==> src/rtl/serial_add_ctrl.sv <==
// Bit-serial adder sequencer: feeds an external 1-bit full adder LSB first and
// collects {cout,sum} = a + b + cin. Optional equality compare under SERIAL_CMP_EN.
module serial_add_ctrl #(
    parameter int WIDTH = 4
) (
    input  logic             clk,
    input  logic             clr,
    input  logic             start,
    input  logic [WIDTH-1:0] a,
    input  logic [WIDTH-1:0] b,
    input  logic             cin,
    output logic             fa_a,
    output logic             fa_b,
    output logic             fa_c,
    input  logic             fa_sum,
    input  logic             fa_cout,
    output logic             busy,
    output logic             done,
    output logic [WIDTH-1:0] sum,
    output logic             cout
`ifdef SERIAL_CMP_EN
    ,
    output logic             eq
`endif
);

    localparam int CW = $clog2(WIDTH + 1);

    typedef enum logic [1:0] {
        IDLE = 2'd0,
        RUN  = 2'd1,
        DONE = 2'd2
    } state_t;

    state_t state_reg, state_next;

    logic [WIDTH-1:0] a_reg, b_reg, sh_reg, sum_reg;
    logic [CW-1:0]    count_reg;
    logic             carry_reg, cout_reg;
    logic             running, last_bit, load;
    logic [WIDTH-1:0] sh_next;

    assign running  = (state_reg == RUN);
    assign last_bit = running && (count_reg == CW'(WIDTH - 1));
    // start is honoured only outside RUN; requests during RUN are dropped
    assign load     = start && !running;
    assign sh_next  = {fa_sum, sh_reg[WIDTH-1:1]};

    always_ff @(posedge clk) begin
        if (clr) begin
            state_reg <= IDLE;
        end else begin
            state_reg <= state_next;
        end
    end

    always_comb begin
        state_next = state_reg;
        case (state_reg)
            IDLE:    if (start) state_next = RUN;
            RUN:     if (last_bit) state_next = DONE;
            DONE:    state_next = start ? RUN : IDLE;
            default: state_next = IDLE;
        endcase
    end

    always_ff @(posedge clk) begin
        if (clr) begin
            a_reg     <= '0;
            b_reg     <= '0;
            sh_reg    <= '0;
            sum_reg   <= '0;
            count_reg <= '0;
            carry_reg <= 1'b0;
            cout_reg  <= 1'b0;
        end else if (running) begin
            sh_reg    <= sh_next;
            carry_reg <= fa_cout;
            a_reg     <= a_reg >> 1;
            b_reg     <= b_reg >> 1;
            count_reg <= count_reg + CW'(1);
            // result registers change only on the final bit, never mid-operation
            if (last_bit) begin
                sum_reg  <= sh_next;
                cout_reg <= fa_cout;
            end
        end else if (load) begin
            a_reg     <= a;
            b_reg     <= b;
            carry_reg <= cin;
            count_reg <= '0;
        end
    end

`ifdef SERIAL_CMP_EN
    logic eq_acc_reg, eq_reg;

    always_ff @(posedge clk) begin
        if (clr) begin
            eq_acc_reg <= 1'b0;
            eq_reg     <= 1'b0;
        end else if (running) begin
            eq_acc_reg <= eq_acc_reg & ~(fa_a ^ fa_b);
            if (last_bit) begin
                eq_reg <= eq_acc_reg & ~(fa_a ^ fa_b);
            end
        end else if (load) begin
            eq_acc_reg <= 1'b1;
        end
    end

    assign eq = eq_reg;
`endif

    assign fa_a = running & a_reg[0];
    assign fa_b = running & b_reg[0];
    assign fa_c = running & carry_reg;
    assign busy = running;
    assign done = (state_reg == DONE);
    assign sum  = sum_reg;
    assign cout = cout_reg;

endmodule

==> config.mk <==
export PLATFORM = sky130hd
export DESIGN_NAME = serial_add_ctrl
export DESIGN_NICKNAME = d
export VERILOG_FILES = /design/src/rtl/serial_add_ctrl.sv
export SDC_FILE = /design/constraint.sdc
export NUM_CORES = 1
export LEC_CHECK = 0
export BUFFER_PORTS_ARGS = -buffer_cell sky130_fd_sc_hd__buf_2
export CORE_AREA = 2 2 81 44
export DETAILED_ROUTE_END_ITERATION = 8
export DIE_AREA = 0 0 83 46
export REMOVE_ABC_BUFFERS = 1
export SLEW_MARGIN = 20
export SYNTH_ARGS = -nofsm -noshare
export SYNTH_HDL_FRONTEND = slang
export SYNTH_SLANG_ARGS = --single-unit
==> constraint.sdc <==
create_clock -name clk -period 1.8 [get_ports clk]
set_clock_uncertainty 0.15 [all_clocks]
set_input_delay 0.09 -clock clk [delete_from_list [all_inputs] [get_ports clk]]
set_output_delay 0.09 -clock clk [all_outputs]
set_load 0.05 [all_outputs]
# == Yosys cells after proc, flatten, opt, wreduce, memory -nomap -nowiden ==
# Cells that the tools add are included.
# totals
reg_bits,23
wordCells,39
output_inout_bits,10
inputBits,14
# classes
bitwise,3
n_eq_ne,5
n_mux,12
addsub,1
reduce_logical,8
# op_table
operator,n
$mux 3,6
$pmux 2 s3,1
$mux 2,2
$reduce_and 2->1,2
$add 3x1->3 const B,1
$and 1x1->1,3
$eq 3x2->1 const B,1
$mux 1,3
$eq 2x1->1 const B,1
$eq 2x2->1 const B,1
$logic_and 1x1->1,2
$logic_not 2->1,1
$ne 2x1->1 const B,1
$ne 2x2->1 const B,1
$reduce_bool 2->1,1
$reduce_or 2->1,1
$logic_not 1->1,1

# == Logic depth before layout (Yosys ltp) ==
# depth
depth_word,5
depth_mapped,5
depth_no_buf,5

# == Worst setup path before layout ==
# OpenSTA, ideal clock, no wires.
# synth_path
path_type,flip-flop to output port
from,reg state_reg[1]
to,out fa_a
path_buffers,1
t_arrival_ps,1274
required_ps,1560
path_slack_ps,286
stages_incl_launch_ff,5
path_cell_list,dfxtp_1 > nand2b_2 > inv_2 > buf_4 > and2_1
# synth_via
elab_chain_len,2
# synth_lines
element,line_no,source
"start, declared",35,"state_t state_reg, state_next;"
"start signal, assigned",53,state_reg <= state_next;
$eq 2x1->1,43,assign running = (state_reg == RUN);
via busy,17,"output logic busy,"
$and 1x1->1,115,assign fa_a = running & a_reg[0];
"end, declared",12,"output logic fa_a,"
# The timed path passes the listed nets, and every way through them passes these cells.

# == Worst setup path after layout ==
# layout_path
from,reg state_reg[1]
to,out fa_a
# layout_via
elab_chain_len,2
# layout_lines
element,line_no
$eq 2x1->1,43
$and 1x1->1,115
# No other way between the ends.

==> results.py <==
metrics = {
    "yosys": {
        "syn-mean-instance-area_um2": 9.08,
        "ys_seq_elements": 22,
        "synth_warnings": 0,
        "synth-seq-area-share": 0.485,
        "synthTopCellsByArea": "dfxtp_1 48%, mux2i_1 9.9%, a21oi_1 6.1%",
        "synth_cell_types": 22,
        "synth_top_area_share": 0.485,
        "synthCells": 100,
        "yosys.area.top_type": "dfxtp_1",
        "synth_area_um2": 908,
    },
    "outcome": {
        "violations": "hold timing",
        "status": "complete, but fails checks",
    },
    "sta": {
        "fin_crit_sh": 0.928,
        "setup_viol": 0,
        "min_period_ns": 1.67,
        "clock.fmax_mhz": 599,
        "hold-worst-slack_ns": -0.00658,
        "tightest_slew_ns": 0.410,
        "slew_viol_final": 0,
        "maxSlewHeadroom": 0.727,
        "finalHoldViolCount": 1,
        "finalWorstSetupSlack_ns": 0.130,
        "rsz0062_at_grt": "false",
        "finalSetupTns_ns": 0,
    },
    "clocking": {
        "clkLatencyLatePin_ns": 0.26,
        "cts_max_path_buffers": 2,
        "cts_htree_levels": 1,
        "cts_tree": "yes",
        "clock-root-buffer": "clkbuf_8",
        "cts.clk_slew.worst_paths_ns": 0.07,
        "postCtsSetupRepairBufs": 0,
        "post_cts_resized": 0,
        "cts.sinks": 22,
        "cts_buffers": 3,
    },
    "job": {
        "drv_cap": 0,
    },
    "setup_path": {
        "cp_max_fo": 18,
        "worstPathArrival_ns": 1.43,
        "worstPathRequired_ns": 1.56,
        "r2r_slack_ns": 0.30,
        "crit_type": "reg -> out",
        "crit_path_end_kind": "output pin",
        "r2r-end": "sum[2]$_SDFFE_PP0P_",
        "r2r-start": "count_reg[0]$_SDFFE_PP0P_",
        "r2r_cells": 5,
        "start_kind": "flip-flop",
    },
    "floorplan": {
        "die_h_um": 46,
        "rows": 15,
        "fp.dieArea_mm2": 0.00382,
        "ioPinCount": 24,
        "start_util": 0.283,
        "die_w_um": 83,
        "core-area_mm2": 0.00321,
    },
    "routing": {
        "vias_per_cell": 4.66,
        "antenna_left": 0,
        "dr.pass1.iters": 4,
        "drc": 0,
        "wire_per_inst_um": 12.2,
        "finalWirelength_um": 2030,
        "drtIter0Drc": 76,
        "vias": 773,
    },
    "power": {
        "combPwrFrac": 0.133,
        "intPower_mw": 0.709,
        "power_switching_mw": 0.234,
        "seqPwrFrac": 0.557,
        "pwr-share-clk": 0.310,
        "p_leak_nw": 0.481,
        "power.total_mw": 0.943,
        "ir_worst_vdd_mv": 0.368,
        "swShare": 0.248,
        "powerDensity_mw_per_mm2": 843,
    },
    "layout": {
        "ff_latch_area_um2": 440,
        "drive_above_1_share": 0.234,
        "diodes": 0,
        "final_cells": 166,
        "nets": 142,
        "fill_cells": 325,
        "multi_input_area_um2": 420,
        "area_growth_pct": 23.1,
    },
    "placed_design": {
        "dpl.cell_count": 160,
        "post-place-ws_ns": 0.336,
        "dp_hpwl_um": 1380,
        "numPortBuffers": 23,
        "gp_congestion": 0.771,
    },
    "worst_hold_path": {
        "min_from": "a[3]",
        "hold_path_depth": 3,
        "hold_path_end": "a_reg[3]$_SDFFE_PP0P_",
        "min-delay-path-class": "in -> reg",
    },
    "grt": {
        "antenna_found_initial": 0,
        "grt_max_degree": 23,
        "grt-ovfl-total": 0,
        "grt_usage": 0.110,
        "grt_pass1_wl_um": 3210,
        "grt_pass1_vias": 689,
    },
}
-- worst max-delay path, cell delays in order, from the launching register on --
cell	delay, ns
dfxtp_1	0.33
nand2b_2	0.19
inv_2	0.23
and2_1	0.17
buf_2	0.25
-- per-layer routing --
| metal | global-route usage | part of all wire | wire length [um] | vias up |
|---|---|---|---|---|
| met4 | 0.0689 | 0.025 | 51 | 0 |
| met3 | 0.0453 | 0.058 | 118 | 6 |
| li1 | - | - | - | 394 |
| met2 | 0.166 | 0.42 | 846 | 24 |
| met5 | 0 | 0 | 0 | - |
| met1 | 0.135 | 0.50 | 1010 | 349 |
-- per-stage QoR --
| stage | area (um2) | hold WS (ns) | utilization |
|---|---|---|---|
| floorplan | 872 | 0.00907 | - |
| global placement | 1050 | 0.209 | 0.326 |
| detailed placement | 1050 | 0.222 | 0.326 |
| CTS | 1120 | 0.00231 | 0.349 |
| global route | 1120 | 0.0346 | 0.349 |
| finish | 1120 | -0.00658 | 0.349 |
-- cells by family (layout without fill, tap and decap cells) --
kind of cell / after synthesis / in the layout / share of synthesized area
compound gates: 19 / 19 / 0.128
fa+ha+maj: 2 / 2 / 0.0275
mux: 9 / 9 / 0.0992
buf+inv: 9 / 33 / 0.0523
simple gates: 39 / 39 / 0.208
flops: 22 / 22 / 0.485
-- worst max-delay path by stage --
stage | from | endpoint | slack [ns] | cells past startpoint
global placement | count_reg[0]$_SDFFE_PP0P_ | sum[2]$_SDFFE_PP0P_ | 0.42 | 5
finish | state_reg[1]$_SDFFE_PP0P_ | fa_a | 0.13 | 4
CTS | state_reg[1]$_SDFFE_PP0P_ | fa_a | 0.11 | 4
floorplan | state_reg[1]$_SDFFE_PP0P_ | fa_a | 0.1 | 3
detailed placement | count_reg[0]$_SDFFE_PP0P_ | sum[2]$_SDFFE_PP0P_ | 0.34 | 5
global route | state_reg[1]$_SDFFE_PP0P_ | fa_a | 0.02 | 4
-- layout make-up --
type | count | area share
clock buffer | 3 | 0.0369
inverter | 3 | 0.0101
multi-input combinational | 69 | 0.376
sequential | 22 | 0.394
tap | 42 | 0.0470
timing repair buffer | 27 | 0.136
-- synthesized netlist by cell type (all sizes together) --
library cell and instances:
a211oi 7, a21oi 11, a2bb2oi 1, and2 3
buf 4, clkbuf 2, dfxtp 22, ha 2
inv 3, mux2i 9, nand2 12, nand2b 3
nand3 5, nand3b 3, nor2 9, nor2b 1
nor3 2, or3 1
-- layout by cell type (no fill, tap or decap) --
| cell | instances |
|---|---|
| inv_1 | 2 |
| buf_4 | 1 |
| nand2b_2 | 1 |
| buf_2 | 23 |
| ha_1 | 2 |
| nand2_1 | 12 |
| a211oi_1 | 7 |
| nand3b_1 | 3 |
| and2_1 | 3 |
| nor3_1 | 2 |
| mux2i_1 | 9 |
| a21oi_1 | 11 |
| dlygate4sd3_1 | 3 |
| nand2b_1 | 2 |
| clkbuf_8 | 3 |
| dfxtp_1 | 22 |
| a2bb2oi_1 | 1 |
| or3_1 | 1 |
| inv_2 | 1 |
| nor2_1 | 9 |
| nor2b_1 | 1 |
| nand3_1 | 5 |
-- power by group through the flow --
stage	Combinational, mW	Clock [mW]	Sequential, mW
after detailed placement	0.121	0	0.536
after CTS	0.126	0.311	0.525
after global routing	0.139	0.321	0.528
after global placement	0.119	0	0.535
final	0.125	0.293	0.525
after floorplan	0.0746	0	0.532
-- timing repair --
| action | in CTS | in global routing |
|---|---|---|
| hold buffers | 3 | 0 |
| endpoints found under the hold margin | 5 | 0 |
| setup endpoints to repair | 0 | 0 |
No activity file was read; power rests on OpenSTA's default activity.
